## src/rtl/priority_arbiter_pkg.sv

```systemverilog
// Shared constants for the tenure-based priority arbiter.
// Port summary: none (package only) -- state encodings and mode selectors.
// Optional feature macro used by the arbiter: PRIORITY_ARBITER_RR_EN.
package priority_arbiter_pkg;

  // Arbiter states, kept as plain vectors for compatibility with older code.
  localparam logic [0:0] ST_IDLE    = 1'b0;
  localparam logic [0:0] ST_GRANTED = 1'b1;

  // Values of the mode input.
  localparam logic MODE_FIXED = 1'b0;
  localparam logic MODE_RR    = 1'b1;

endpackage

```

## src/rtl/priority_arbiter_rr_if.sv

```systemverilog
// Request/grant bundle between requesters and the tenure-based arbiter.
// Ports: mode, req, release_grant (requester side); grant, grant_idx, grant_valid (arbiter side).
// "release" is a reserved SystemVerilog keyword, so the end-of-tenure pulse is named release_grant.
interface priority_arbiter_rr_if #(
  parameter int WIDTH = 16,
  localparam int IDX_W = $clog2(WIDTH)
);

  logic             mode;
  logic [WIDTH-1:0] req;
  logic             release_grant;
  logic [WIDTH-1:0] grant;
  logic [IDX_W-1:0] grant_idx;
  logic             grant_valid;

  // Requester side: drives requests, observes grants.
  modport master (
    output mode,
    output req,
    output release_grant,
    input  grant,
    input  grant_idx,
    input  grant_valid
  );

  // Arbiter side: observes requests, drives grants.
  modport slave (
    input  mode,
    input  req,
    input  release_grant,
    output grant,
    output grant_idx,
    output grant_valid
  );

endinterface

```

## src/rtl/priority_arbiter_rr_select.sv

```systemverilog
// Combinational MSB-first winner search over (req & mask).
// Ports: req, mask in; winner (one-hot), winner_idx (binary), winner_any out.
// Highest set bit wins; all outputs zero when nothing qualifies.
module arb_msb_first_select #(
  parameter int WIDTH = 16,
  localparam int IDX_W = $clog2(WIDTH)
) (
  input  logic [WIDTH-1:0] req,
  input  logic [WIDTH-1:0] mask,
  output logic [WIDTH-1:0] winner,
  output logic [IDX_W-1:0] winner_idx,
  output logic             winner_any
);

  always_comb begin
    winner_idx = '0;
    winner_any = 1'b0;
    winner     = '0;
    // Ascending scan: the last qualifying bit seen is the highest one.
    for (int i = 0; i < WIDTH; i++) begin
      if (req[i] && mask[i]) begin
        winner_idx = IDX_W'(i);
        winner_any = 1'b1;
      end
    end
    if (winner_any) begin
      winner[winner_idx] = 1'b1;
    end
  end

endmodule

```

## src/rtl/priority_arbiter_rr.sv

```systemverilog
// N-way arbiter with registered, tenure-based grants; fixed MSB-first or round-robin.
// Ports: clk, reset (sync, active-high), clear (sync soft reset), bus (slave modport:
//   mode/req/release_grant in, grant/grant_idx/grant_valid out). 1-cycle grant latency.
// Round-robin logic is compiled in only when PRIORITY_ARBITER_RR_EN is defined.
module priority_arbiter_rr
  import priority_arbiter_pkg::*;
#(
  parameter int WIDTH = 16,
  localparam int IDX_W = $clog2(WIDTH)
) (
  input  logic                 clk,
  input  logic                 reset,
  input  logic                 clear,
  priority_arbiter_rr_if.slave bus
);

  logic [0:0]       state_q;
  logic [WIDTH-1:0] grant_q;
  logic [IDX_W-1:0] grant_idx_q;

  logic [WIDTH-1:0] win_onehot;
  logic [IDX_W-1:0] win_idx;
  logic             win_any;

  logic [WIDTH-1:0] full_onehot;
  logic [IDX_W-1:0] full_idx;
  logic             full_any;

  // Unmasked MSB-first search: the fixed-mode winner and the round-robin wrap case.
  arb_msb_first_select #(.WIDTH(WIDTH)) u_sel_full (
    .req        (bus.req),
    .mask       ({WIDTH{1'b1}}),
    .winner     (full_onehot),
    .winner_idx (full_idx),
    .winner_any (full_any)
  );

  // An arbitration event happens whenever no one holds the grant, or the owner releases.
  logic arb_evt;
  assign arb_evt = (state_q == ST_IDLE) || bus.release_grant;

`ifdef PRIORITY_ARBITER_RR_EN
  logic [IDX_W-1:0] ptr_q;
  logic [WIDTH-1:0] rr_mask;
  logic [WIDTH-1:0] masked_onehot;
  logic [IDX_W-1:0] masked_idx;
  logic             masked_any;

  // Candidates are the requesters strictly below the last winner.
  always_comb begin
    rr_mask = '0;
    for (int i = 0; i < WIDTH; i++) begin
      rr_mask[i] = (IDX_W'(i) < ptr_q);
    end
  end

  arb_msb_first_select #(.WIDTH(WIDTH)) u_sel_masked (
    .req        (bus.req),
    .mask       (rr_mask),
    .winner     (masked_onehot),
    .winner_idx (masked_idx),
    .winner_any (masked_any)
  );

  always_comb begin
    if (bus.mode == MODE_RR && masked_any) begin
      win_onehot = masked_onehot;
      win_idx    = masked_idx;
      win_any    = 1'b1;
    end else begin
      win_onehot = full_onehot;
      win_idx    = full_idx;
      win_any    = full_any;
    end
  end

  // The pointer follows every grant load, whichever mode picked the winner.
  always_ff @(posedge clk) begin
    if (reset || clear) begin
      ptr_q <= '0;
    end else if (arb_evt && win_any) begin
      ptr_q <= win_idx;
    end
  end
`else
  always_comb begin
    win_onehot = full_onehot;
    win_idx    = full_idx;
    win_any    = full_any;
  end
`endif

  always_ff @(posedge clk) begin
    if (reset || clear) begin
      state_q     <= ST_IDLE;
      grant_q     <= '0;
      grant_idx_q <= '0;
    end else if (arb_evt) begin
      if (win_any) begin
        state_q     <= ST_GRANTED;
        grant_q     <= win_onehot;
        grant_idx_q <= win_idx;
      end else begin
        state_q     <= ST_IDLE;
        grant_q     <= '0;
        grant_idx_q <= '0;
      end
    end
  end

  assign bus.grant       = grant_q;
  assign bus.grant_idx   = grant_idx_q;
  assign bus.grant_valid = (state_q == ST_GRANTED);

endmodule

```

## src/flat_wrapper.sv

```systemverilog
// flat-port wrapper written by rule: the top's interface ports become plain ports
module priority_arbiter_rr_flat import priority_arbiter_pkg::*;
#(
  parameter int WIDTH = 16,
  localparam int IDX_W = $clog2(WIDTH)
)
  (clk, reset, clear, bus_mode, bus_req, bus_release_grant, bus_grant, bus_grant_idx, bus_grant_valid);
  priority_arbiter_rr_if #(.WIDTH(WIDTH)) bus_i ();
  input  logic clk;
  input  logic reset;
  input  logic clear;
  input wire logic [$bits(bus_i.mode)-1:0] bus_mode;
  input wire logic [$bits(bus_i.req)-1:0] bus_req;
  input wire logic [$bits(bus_i.release_grant)-1:0] bus_release_grant;
  output wire logic [$bits(bus_i.grant)-1:0] bus_grant;
  output wire logic [$bits(bus_i.grant_idx)-1:0] bus_grant_idx;
  output wire logic [$bits(bus_i.grant_valid)-1:0] bus_grant_valid;
  assign bus_i.mode = bus_mode;
  assign bus_i.req = bus_req;
  assign bus_i.release_grant = bus_release_grant;
  assign bus_grant = bus_i.grant;
  assign bus_grant_idx = bus_i.grant_idx;
  assign bus_grant_valid = bus_i.grant_valid;
  priority_arbiter_rr #(.WIDTH(WIDTH)) u_core (.clk(clk), .reset(reset), .clear(clear), .bus(bus_i));
endmodule
```

## config.mk

```make
export PLATFORM = sky130hd
export DESIGN_NAME = priority_arbiter_rr_flat
export DESIGN_NICKNAME = d
export VERILOG_FILES = /design/src/rtl/priority_arbiter_pkg.sv /design/src/rtl/priority_arbiter_rr_if.sv /design/src/rtl/priority_arbiter_rr_select.sv /design/src/rtl/priority_arbiter_rr.sv /design/src/flat_wrapper.sv
export SDC_FILE = /design/constraint.sdc
export NUM_CORES = 1
export LEC_CHECK = 0
export ABC_CLOCK_PERIOD_IN_PS = 1750
export BUFFER_PORTS_ARGS = -buffer_cell sky130_fd_sc_hd__buf_4
export CAP_MARGIN = 20
export CORE_MARGIN = 10
export CORE_UTILIZATION = 30
export DETAILED_ROUTE_END_ITERATION = 10
export PLACE_DENSITY = 0.53
export SLEW_MARGIN = 30
export SYNTH_ARGS = -nofsm -noshare
export SYNTH_HDL_FRONTEND = slang
export SYNTH_SLANG_ARGS = --single-unit
```

## constraint.sdc

```tcl
create_clock -name clk -period 1.75 [get_ports clk]
set_input_delay 0.2625 -clock clk [delete_from_list [all_inputs] [get_ports clk]]
set_output_delay 0.2625 -clock clk [all_outputs]
set_load 0.05 [all_outputs]
```

==> results of run 1 <==
layer usage:
metal | vias up | track usage
met4 | 0 | 0.0247
met2 | 22 | 0.170
met5 | - | 0
met1 | 435 | 0.120
li1 | 503 | -
met3 | 2 | 0.0339
report_power, final:
group	internal, uW	total, uW	switching, uW
Combinational	69.6	167	97.3
Clock	88.6	227	138
Sequential	487	493	5.37
Total	646	887	241
cell usage after synthesis, drive strengths merged, types with 2 or more instances:
| master | number | area (um^2) |
|---|---|---|
| nand3b | 3 | 22.5 |
| nor4 | 8 | 65.1 |
| nor3 | 3 | 15.0 |
| nor2b | 2 | 12.5 |
| nand2b | 3 | 18.8 |
| nor2 | 12 | 45.0 |
| nand3 | 4 | 20.0 |
| o21ai | 13 | 65.1 |
| or4 | 3 | 26.3 |
| nand2 | 18 | 67.6 |
| dfxtp | 21 | 420 |
| clkbuf | 5 | 18.8 |
| a21oi | 6 | 30.0 |
per-stage QoR:
stage / setup WS [ns] / cell area [um^2] / std cells
4_1_cts: 0.350 / 1340 / 202
5_1_grt: 0.259 / 1340 / 202
2_1_floorplan: 0.149 / 937 / 114
3_5_place_dp: 0.0319 / 1310 / 198
3_3_place_gp: 0.0469 / 1310 / 198
6_report: 0.342 / 1340 / 202
logic make-up (layout without fill, tap and decap cells):
logic type	after synthesis	after routing
simple gates	59	59
compound gates	28	28
buf+inv	6	50
flops	21	21
sequential cells by signal, summed over array words and instances (netlist names):
name,cells
u_core.bus.grant,16
u_core.bus.grant_idx,4
u_core.bus.grant_valid,1
final timing paths:
| path | end | slack, ns | cells past startpoint |
|---|---|---|---|
| worst min-delay path | u_core.bus.grant_idx[0] | 0.21 | 2 |
| worst min register to register | u_core.bus.grant[11] | 0.46 | 2 |
| worst max-delay path | u_core.bus.grant_idx[0] | 0.34 | 6 |
| worst max register to register | u_core.bus.grant[6] | 0.53 | 4 |
area by class of cell:
class	count	area, um^2
repair buffers	45	338
multi-input cells	87	494
inverters	1	3.75
clock buffers	4	26.3
flip-flops and latches	21	420
fillers	334	1690
well taps	44	55.1
==> metrics.txt, run 1 <==
Main synth FF type dfxtp_1; power density cells 663 nW/um^2; Hold Fails Final Rpt 0; max-slew violation count 0; met3 wire len 158 um; antenna violations before repair 0; gr usage total 0.101; 1st-pass router iterations 3; outcome finished, final reports clean; Pwr Total 887 uW; crit end category flop; first-pass GRT wire length 4560 um; Die Ht 75.9 um; Adder-Cell Fraction of Synth Area 0; HP Start bus_req[14]; synthesized instance count 114; htree depth 1; core area 3030 um^2; CTS tree done; DIE AREA 5760 um^2; Leak Pwr 0.000543 uW; top routing layer in use met4; cts repair resizes 0; CP Cell Sequence buf_4 -> nor4_1 -> and2_1 -> nand3_1 -> a32oi_1 -> o31ai_1; Clock transition at path regs 0.11 ns; largest net degree at the start of global routing 13; worst path required time 1.94 ns; hold_ws 0.214 ns; syn nets 135; complex-gate fraction of the synthesized area 0.192; Yosys cell types 29; Post-synth EDFFs 0; port buffer count 40; met1 WL 1240 um; vias per inst 4.76; Worst Skew 0.000856 ns; Avg Cell Area, Syn 8.22 um^2; Seq/Total Area, Yosys 0.449; highest-count cells in the layout ignoring fill and taps buf_4 (45), dfxtp_1 (21), nand2_1 (18), nor2_1 (12), o21ai_1 (9); Max Fclk 710 MHz; CTS Buffer Depth 2; synth warn 0; critical path's top delay family simple AND/OR/NAND/NOR gates; DRT antenna net count 0; RSZ-0062 raised after global routing no; Max FO, Critical Path 5; DR vias 962; DRT iter0 DRCs 24; final setup fails 0; commonest non-fill, non-tap cell in the layout buf_4; final period utilization 0.805; worst relative slew slack 0.676; fin nets 180; post-synthesis cell area 937 um^2; final WL 2690 um; clock sinks 21; # rows 20; DR WL/cell 13.3 um; vias in the first global route 987; gpl congestion 0.722; DPL Wire Length 2260 um; Tmin final 1.41 ns; HP Class primary input to flop; clk_lat worst skew 0.29 ns; routed wl met2 1280 um; dominant combinational cell family by area after synthesis simple AND/OR/NAND/NOR gates; Worst-Margin Slew 0.481 ns; Synth Area in XOR/XNOR 0; Starting Density 0.310; n_diodes 0; Synth-to-Final Area Change 42.7%; CP peak stage delay 0.45 ns; peak supply drop 0.000242 V; Synth Area in Simple Gates 0.335; IO Pins 42; crit path from bus_req[9]; drt drc 0; CTS Root Cell clkbuf_4; Num CTS Buffers 3; ys async rst share 0; synthesis-stage register bit count 21; Buf/Inv on CP 1; Die X 75.9 um; worst endpoint data arrival time 1.60 ns; Max Cap Viol 0; final core utilization 0.442; CTS Hold Bufs 0; layout cells sized above 1 0.335; Setup TNS 0 ns; WS Path Type primary input to flop; Setup Buffers After CTS 0; grt total ovfl 0; multiplexer share of the synthesized area 0; Max stage delay cell, worst path nor4_1; CP Launch Type primary input; RR Startpoint u_core.bus.grant_valid
Note: power is estimated with default switching activity, not from simulation.
==> inputs of run 2 (changes only) <==
--- a/config.mk
+++ b/config.mk
@@ -5,13 +5,13 @@
 export SDC_FILE = /design/constraint.sdc
 export NUM_CORES = 1
 export LEC_CHECK = 0
-export ABC_CLOCK_PERIOD_IN_PS = 1750
+export ABC_CLOCK_PERIOD_IN_PS = 1200
 export BUFFER_PORTS_ARGS = -buffer_cell sky130_fd_sc_hd__buf_4
 export CAP_MARGIN = 20
 export CORE_MARGIN = 10
 export CORE_UTILIZATION = 30
 export DETAILED_ROUTE_END_ITERATION = 10
-export PLACE_DENSITY = 0.53
+export PLACE_DENSITY = 0.55
 export SLEW_MARGIN = 30
 export SYNTH_ARGS = -nofsm -noshare
 export SYNTH_HDL_FRONTEND = slang
==> constraint.sdc (replaced) <==
create_clock -name clk -period 1.2 [get_ports clk]
set_input_delay 0.18 -clock clk [delete_from_list [all_inputs] [get_ports clk]]
set_output_delay 0.18 -clock clk [all_outputs]
set_load 0.05 [all_outputs]
==> run 2 against run 1 <==
The flow now finishes with violations (negative setup slack). First-iteration DRC count rose to 2.5 times the previous value. Wire length up 12%. Via count increased by 12%. Worst setup slack lost 0.40 ns. Clock skew hardly changed. Sequential power grew 45%. Total power up 57%. Cell count grew 8.4%. Combinational power up 100%. Critical path depth did not move. Highest routed layer unchanged.
==> metrics.txt, run 2 (same netlist as run 1, synthesis figures left out) <==
outcome finished, violations left; failing checks negative setup slack; max reg flops 16; final std cells w/o fill 219; Die X 75.9 um; CTS Buffer Depth 2; CP Cell Sequence buf_8 -> nor2_4 -> o31a_1 -> nor4_4 -> or3b_4 -> o21ai_1; logic gate share of total power 0.241; setup slack after layout -0.0589 ns; vias per inst 4.92; Die Ht 75.9 um; IO Pins 42; Buf/Inv on CP 1; Hold Fails Final Rpt 0; Worst-Margin Slew 0.487 ns; critical path's top delay family simple AND/OR/NAND/NOR gates; worst path required time 1.44 ns; port buffer count 40; Seq pwr share 0.515; Synth-to-Final Area Change 72.6%; crit end category flop; highest-count cells in the layout ignoring fill and taps buf_4 (53), dfxtp_1 (20), nand2_1 (18), nor2_1 (9), o21ai_1 (8); layout cells sized above 1 0.480; Num CTS Buffers 3; DR WL/cell 13.8 um; drt drc 0; part of the power in the clock network 0.244; # rows 20; gr usage total 0.110; clock sinks 21; Fill cells 293; max-slew violation count 0; CTS Hold Bufs 0; final setup fails 7; post-place setup slack -0.415 ns; worst relative slew slack 0.671; vias in the first global route 1,092; final period utilization 1.05; RSZ-0062 raised after global routing yes; 1st-pass router iterations 5; antenna violations before repair 0; Max Cap Viol 0; Starting Density 0.310; dpl cell area 1500 um^2; grt total ovfl 0; Worst Skew 0.000877 ns; top routing layer in use met4; Max stage delay cell, worst path or3b_4; CP Launch Type primary input; Leak Pwr 0.000665 uW; met1 WL 1240 um; largest net degree at the start of global routing 14; Int Power 1000 uW; final instance area 1620 um^2; DR vias 1,078; Max Fclk 794 MHz; routed wl met2 1530 um; clk_lat worst skew 0.30 ns; fin nets 197; core area 3030 um^2; power density cells 861 nW/um^2; CTS Root Cell clkbuf_4; final WL 3020 um; DRT antenna net count 0; n_diodes 0; first-pass GRT wire length 4900 um; CP peak stage delay 0.45 ns; worst endpoint data arrival time 1.50 ns; DPL Wire Length 2460 um; met3 wire len 191 um; HP Class primary input to flop; commonest non-fill, non-tap cell in the layout buf_4; dpl cells 214; Net Sw Power 390 uW; Clock transition at path regs 0.11 ns; peak supply drop 0.000293 V; Max FO, Critical Path 4; DIE AREA 5760 um^2; CTS tree done; gpl congestion 0.783; WS Path Type primary input to flop; Tmin final 1.26 ns; htree depth 1; DRT iter0 DRCs 61; Sw Share 0.280
## run 2: changes by cell type in the layout (fill, tap and decap cells not counted), sizes merged
cell  change
buf      +17
## run 2: cell type report
cell class,instances,area (um^2),share of cell area
Timing Repair Buffer,62,524,0.324
Clock buffer,4,26.3,0.0162
Tap cell,44,55.1,0.0340
Multi-Input combinational cell,87,584,0.361
Inverter,1,3.75,0.00232
Sequential cell,21,424,0.262
## run 2: worst register-to-register path, stage by stage (launching register included)
cell,delay (ns)
dfxtp_4,0.36
nor2b_1,0.14
nor2_2,0.16
nand3_1,0.23
o21ai_0,0.20
## run 2: path summary, 6_finish.rpt
path / start / end / slack [ns] / depth (start not counted)
worst max-delay path: bus_req[3] / u_core.bus.grant[7] / -0.06 / 6
worst min register to register: u_core.bus.grant[8] / u_core.bus.grant[8] / 0.46 / 2
worst max register to register: u_core.bus.grant_valid / u_core.bus.grant[2] / 0.04 / 4
worst min-delay path: bus_req[14] / u_core.bus.grant_idx[0] / 0.22 / 3
## run 2: repair_timing
item,4_1_cts,5_1_grt
resized for setup,12,6
pin swaps,9,4
endpoints found under the setup margin,9,13
buffers inserted,1,0
## run 2: metal layers
layer / up-vias / global-route usage
met2: 36 / 0.192
li1: 534 / -
met4: 0 / 0.0557
met1: 503 / 0.123
met5: - / 0
met3: 5 / 0.0195
## run 2: per-stage QoR
step                 util  TNS [ns]  hold WS (ns)  total power (uW)
floorplan               -    -0.903         0.320               871
global placement    0.495     -4.02         0.435              1030
detailed placement  0.495     -4.36         0.443              1030
CTS                 0.524    -0.194         0.219              1390
global route        0.534    -0.613         0.222              1460
finish              0.534    -0.220         0.225              1390
## run 2: power groups by stage
stage	sequential, uW	clock (uW)	combinational (uW)
after floorplan	781	0	90.4
after global placement	733	0	297
after detailed placement	733	0	301
after CTS	717	344	326
after global routing	720	375	361
final	717	340	335
